### src/rtl/instr_mem_fetch.sv
// Instruction memory with a fetch port and a program-load write port.
// After reset the whole array is swept to NOP_WORD before fetches are accepted.
module instr_mem_fetch #(
  parameter int unsigned ADDR_WIDTH = 5,
  parameter logic [31:0] NOP_WORD   = 32'h00000013
) (
  input  logic                  clk,
  input  logic                  reset_n,
  input  logic                  req_valid,
  output logic                  req_ready,
  input  logic [31:0]           req_addr,
  output logic                  resp_valid,
  input  logic                  resp_ready,
  output logic [31:0]           resp_instr,
  output logic [1:0]            resp_fault,
  input  logic                  ld_en,
  input  logic [ADDR_WIDTH-1:0] ld_addr,
  input  logic [31:0]           ld_data,
  output logic                  init_done
);

  localparam int unsigned DEPTH = 1 << ADDR_WIDTH;

  typedef enum logic {
    INIT,
    RUN
  } state_e;

  state_e                state_q, state_d;
  logic [ADDR_WIDTH-1:0] init_cnt_q, init_cnt_d;
  logic                  resp_valid_q, resp_valid_d;
  logic [31:0]           resp_instr_q, resp_instr_d;
  logic [1:0]            resp_fault_q, resp_fault_d;

  logic [31:0]           mem_q [DEPTH];
  logic                  mem_we;
  logic [ADDR_WIDTH-1:0] mem_waddr;
  logic [31:0]           mem_wdata;

  logic                  accept;
  logic                  misaligned;
  logic                  out_of_range;
  logic [ADDR_WIDTH-1:0] fetch_idx;

  always_ff @(posedge clk or negedge reset_n) begin
    if (!reset_n) begin
      state_q      <= INIT;
      init_cnt_q   <= '0;
      resp_valid_q <= 1'b0;
      resp_instr_q <= 32'd0;
      resp_fault_q <= 2'b00;
    end else begin
      state_q      <= state_d;
      init_cnt_q   <= init_cnt_d;
      resp_valid_q <= resp_valid_d;
      resp_instr_q <= resp_instr_d;
      resp_fault_q <= resp_fault_d;
    end
  end

  // Memory is deliberately not reset; only the INIT sweep or program loads change it.
  always_ff @(posedge clk) begin
    if (mem_we) begin
      mem_q[mem_waddr] <= mem_wdata;
    end
  end

  always_comb begin
    state_d    = state_q;
    init_cnt_d = init_cnt_q;
    mem_we     = 1'b0;
    mem_waddr  = ld_addr;
    mem_wdata  = ld_data;
    init_done  = 1'b0;
    unique case (state_q)
      INIT: begin
        mem_we     = 1'b1;
        mem_waddr  = init_cnt_q;
        mem_wdata  = NOP_WORD;
        init_cnt_d = init_cnt_q + ADDR_WIDTH'(1);
        if (init_cnt_q == ADDR_WIDTH'(DEPTH - 1)) begin
          state_d = RUN;
        end
      end
      RUN: begin
        init_done = 1'b1;
        mem_we    = ld_en;
      end
      default: state_d = INIT;
    endcase
  end

  assign req_ready = (state_q == RUN) && (!resp_valid_q || resp_ready);

  // The read uses the pre-edge array, so a same-word load returns the old data.
  always_comb begin
    misaligned   = (req_addr[1:0] != 2'b00);
    out_of_range = ((req_addr >> (ADDR_WIDTH + 2)) != 32'd0);
    fetch_idx    = req_addr[ADDR_WIDTH+1:2];
    accept       = req_valid && req_ready;
    resp_valid_d = resp_valid_q;
    resp_instr_d = resp_instr_q;
    resp_fault_d = resp_fault_q;
    if (accept) begin
      resp_valid_d = 1'b1;
      if (misaligned) begin
        resp_fault_d = 2'b01;
        resp_instr_d = NOP_WORD;
      end else if (out_of_range) begin
        resp_fault_d = 2'b10;
        resp_instr_d = NOP_WORD;
      end else begin
        resp_fault_d = 2'b00;
        resp_instr_d = mem_q[fetch_idx];
      end
    end else if (resp_ready) begin
      resp_valid_d = 1'b0;
    end
  end

  assign resp_valid = resp_valid_q;
  assign resp_instr = resp_instr_q;
  assign resp_fault = resp_fault_q;

endmodule
### config.mk
export PLATFORM = sky130hd
export DESIGN_NAME = instr_mem_fetch
export DESIGN_NICKNAME = d
export VERILOG_FILES = /design/src/rtl/instr_mem_fetch.sv
export SDC_FILE = /design/constraint.sdc
export NUM_CORES = 1
export LEC_CHECK = 0
export BUFFER_PORTS_ARGS = -buffer_cell sky130_fd_sc_hd__buf_2
export CAP_MARGIN = 20
export CORE_UTILIZATION = 45
export CTS_CLUSTER_SIZE = 8
export DETAILED_ROUTE_END_ITERATION = 16
export GPL_TIMING_DRIVEN = 0
export SKIP_LAST_GASP = 1
export SYNTH_ARGS = -nofsm -noshare
export SYNTH_HDL_FRONTEND = slang
export SYNTH_SLANG_ARGS = --single-unit
### constraint.sdc
create_clock -name clk -period 4.5 [get_ports clk]
set_clock_uncertainty 0.05 [all_clocks]
set_input_delay 0.225 -clock clk [delete_from_list [all_inputs] [get_ports clk]]
set_output_delay 0.225 -clock clk [all_outputs]
set_load 0.03 [all_outputs]
# Yosys cells after proc, flatten, opt, wreduce, memory -nomap -nowiden
# Memory sizes are Yosys's and may differ from the RTL's.
# Cells that the tools add are included.
# op_classes
div	0
order_cmp	0
addsub	1
bitwise	1
shifts	0
reduce_logical	7
n_eq_ne	1
n_mul	0
n_mux	14
# op_table
cell	count
$mux W32	3
$reduce_bool A32 Y1	1
$mux W1	7
$add A5 B1 Y5 const B	1
$eq A5 B5 Y1 const B	1
$mux W5	1
$mux W2	2
$reduce_bool A2 Y1	2
$logic_and A1 B1 Y1	2
$pmux W1 S2	1
$logic_not A1 Y1	1
$logic_or A1 B1 Y1	1
$not A1 Y1	1
# word_totals
out_inout_bits	37
n_memories	1
latchBits	0
romBits	0
input_bits	74
ram_bits	1024
elab_cells	30
ff_bits	41
# mem_list
memory	depth	width	rd	rd_clocked_by_memory_dff	wr	line	source
mem_q	32	32	1	0	1	35	logic [31:0] mem_q [DEPTH];

# Depth between registers and ports, before layout
# logic_depth
ltp_word	5
depth_mapped	8
ltp_nobuf	5

# Least setup slack after synthesis
# OpenSTA, ideal clock, no wires.
# synth_timing
kind	reg-to-reg
from	reg state_q
to	mem mem_q[24][0] (enable)
arrival_ns	2.868
n_path_buf	2
required_ns	4.029
path_slack_ns	1.160
path_stages_with_launch	7
cell_sequence	dfrtp_1 clkbuf_1 buf_1 nand2_1 o32ai_1 nand2_1 nor2_1
# synth_between
elab_chain_cells	4
# synth_rtl
element	line	source
start, declared	29	state_e state_q, state_d;
start signal, assigned	53	state_q <= state_d;
$not A1 Y1	-	
$pmux W1 S2	75	unique case (state_q)
$mux W1	63	if (mem_we) begin
$mux W1 (implied by the code)	64	mem_q[mem_waddr] <= mem_wdata;
end, declared	35	
# Parallel ways exist; a longest one is shown, timed or not.

# Final worst setup path
# layout_timing
from	reg state_q
to	mem mem_q[4][5] (data pin)
# layout_between
elab_chain_cells	1
# layout_rtl
element	line	source
$mux W32	75	
via mem_wdata[5]	38	logic [31:0] mem_wdata;
# The timed path passes the listed nets, and every way through them passes these cells.

==> reports/summary.txt <==
largest net degree at the start of global routing -> 42
worst-path cell chain -> clkbuf_1 -> buf_1 -> clkbuf_1 -> and2_1 -> buf_8
first-pass GRT wire length -> 147000 microns
die area -> 91400 sq um
Net Count, Synth -> 1910
ys async rst share -> 3.85%
CTS Sinks -> 1065
Synth Register Bits -> 1065
Max Slew Vio Count -> 0
Remaining Overflow, GRT -> 0
NumNets Final -> 2246
Post-route DRC -> 0
r2r setup slk -> 1150 ps
post-route cell area -> 48400 sq um
proportion of layout cells with a drive suffix above 1 -> 30.0%
most frequent CP cell -> clkbuf_1
Metal-1 WL -> 43300 microns
YS warnings -> 0
final antenna-violating net count -> 0
routability cong. -> 0.849
Filler Cells Inserted -> 6782
Vias -> 20500
crit-path leading delay family -> buffers and inverters
post-place setup slack -> 872 ps
crit path time final -> 3350 ps
clk buf depth -> 3
CP max-delay cell -> clkbuf_1
Most used DFF post-synth -> edfxtp_1
input/output buffers -> 107
vias in the first global route -> 21000
critical path class -> reg -> reg
FP Rows -> 109
Leak -> 0.0156 uW
initial antenna violation count -> 1
Initial Util -> 45.7%
post-route insts no fill -> 3399
height of the die -> 302 microns
CP required -> 5020 ps
io pins -> 111
final hold violation count -> 0
Peak VDD IR -> 0.408 mV
CP startpoint kind -> flop
buffers and inverters on the worst path -> 4
placed insts -> 3143
H-tree depth -> 4
DR vias/cell -> 6.03
max cap viols -> 0
Post-synth EDFFs -> 1024
WL per Instance -> 30.0 microns
Post-DP Area -> 43600 sq um
Worst setup EP type -> flop
Reg clk slew, reported paths -> 50 ps
diodes inserted -> 0
Hold WC Path Type -> in -> reg
post-CTS setup buffers -> 0
Max Clk Rate -> 0.299 GHz
area of the mapped netlist -> 40600 sq um
Cells after Synth -> 1834
Least-Margin Pin Slew -> 1230 ps
Initial DRC Count -> 2368
DRT Pass-1 Iters -> 5
period utilization -> 74.3%
PD cells -> 457 nW/um^2
worst-skew pair later-pin latency -> 730 ps
status -> finished clean
Highest Signal Layer -> met5
met2 WL post-DR -> 47900 microns
Slew HR -> 17.8%
sequential-to-total area share from yosys stat -> 78.3%
DP HPWL -> 67000 microns
total power -> 22100 uW
chip width -> 302 microns
GRT Util Overall -> 22.9%
Synth Area per Inst -> 22.1 sq um
RSZ-0062 raised after global routing -> false
clock root buffer master -> clkbuf_16
Crit Path Max Fanout -> 17
core area -> 88900 sq um
Worst Slack Setup Final -> 1150 ps
Area Growth Syn to Fin -> 19.3%
critical path arrival -> 3860 ps
CTS Buf Count -> 151
CTS tree -> built
Slowest Stage Delay on Critical Path -> 730 ps
Setup Viol. Count Final -> 0
final wirelength -> 102000 microns
Unique masters post-synth -> 45
metal3 WL -> 8390 microns
## cells in the mapped netlist, types with 2 or more instances
library cell	instances	area [sq um]
nor2b_1	34	213
edfxtp_1	1024	30700
buf_2	23	115
nand2_1	21	78.8
nor2_1	41	154
ha_1	2	25.0
a22o_1	29	254
xnor2_1	3	26.3
buf_4	8	60.1
o32ai_1	4	35.0
dfrtp_1	41	1030
nand2b_1	7	43.8
o21ai_1	2	10.0
a221oi_1	6	52.6
nor3_1	31	155
buf_6	11	124
a22oi_1	63	473
o32a_1	3	30.0
mux2i_1	12	120
o22ai_1	31	194
o31a_1	2	17.5
buf_1	15	56.3
nand3_1	31	155
inv_1	6	22.5
a31oi_1	2	12.5
a21oi_1	3	15.0
a211oi_1	29	218
or2_2	2	12.5
clkbuf_1	46	173
mux2_2	2	22.5
nand4_1	2	12.5
nor4_1	5	31.3
mux4_2	250	5630
and3_1	3	18.8
and2_1	30	188
## final cells by class
cell class,instances,area [sq um],area share [%]
buffer,103,528,1.09
clock buffer,203,4020,8.29
clock inverter,14,216,0.447
inverter,6,22.5,0.0465
multi-input combinational,660,8540,17.6
sequential,1065,31800,65.6
tap,1165,1460,3.01
timing repair buffer,183,1880,3.88
## stage by stage
stage	util, %	hold WS (ps)	TNS (ps)
after global placement	47.9	420	-605580
after detailed placement	49.0	431	0
final	54.5	13.0	0
after CTS	53.8	12.2	0
after floorplan	-	-121	0
after global routing	54.5	1.87	0
## cell usage in the layout (no fill, tap or decap), types with 30 or more instances in the layout
cell type / instances
and2_1: 30
clkbuf_16: 156
dfrtp_1: 41
nor3_1: 31
mux4_2: 250
nand3_1: 31
clkbuf_1: 96
buf_12: 32
buf_2: 130
nor2b_1: 34
o22ai_1: 31
a22oi_1: 63
nor2_4: 32
edfxtp_1: 1024
## flip-flops by register name, indices dropped and copies added, names as in the netlist
signal / count
init_cnt_q: 5
mem_q: 1024
state_q: 1
resp_instr: 32
resp_fault: 2
resp_valid: 1
## cells by family after synthesis
family / share of synthesized area, %
AND/OR/NAND/NOR: 2.67
multiplexers: 14.2
XOR/XNOR: 0.0647
flip-flops: 78.3
buffers and inverters: 1.36
adder cells (fa/ha/maj): 0.0616
AO/OA/AOI/OAI: 3.36
## final timing paths
kind	from	end	cells after the start
setup / recovery	state_q$_DFF_PN0_	mem_q[4][5]$_DFFE_PP_	5
hold / removal	ld_data[17]	mem_q[16][17]$_DFFE_PP_	2
setup reg to reg	state_q$_DFF_PN0_	mem_q[4][5]$_DFFE_PP_	5
hold reg to reg	resp_fault[0]$_DFFE_PN0P_	resp_fault[0]$_DFFE_PN0P_	1
max in group asynchronous	reset_n	resp_instr[11]$_DFFE_PN0P_	4
min in group asynchronous	reset_n	init_cnt_q[1]$_DFFE_PN0N_	3
## worst reg2reg max path, delay by kind of cell (launching register included)
family | cells | cell delay, ps
flip-flops | 1 | 410
AND/OR/NAND/NOR | 1 | 730
buffers and inverters | 4 | 1990
## power by group
part	total (uW)	leakage, uW	internal (uW)	switching (uW)
clock network	10200	0.00204	6170	4030
registers	10900	0.00977	10900	3.89
logic	1010	0.00377	378	635
total	22100	0.0156	17500	4670
## layer usage
layer,track usage [%],up-vias
li1,-,8468
met1,32.7,11000
met2,35.3,899
met3,5.49,163
met4,6.69,2
met5,0,-
## timing repair
action                                 CTS  global route
resized for setup                        0             0
endpoints found under the hold margin   44            25
hold buffers                             5             7
Power figures use the tool's default switching activity.
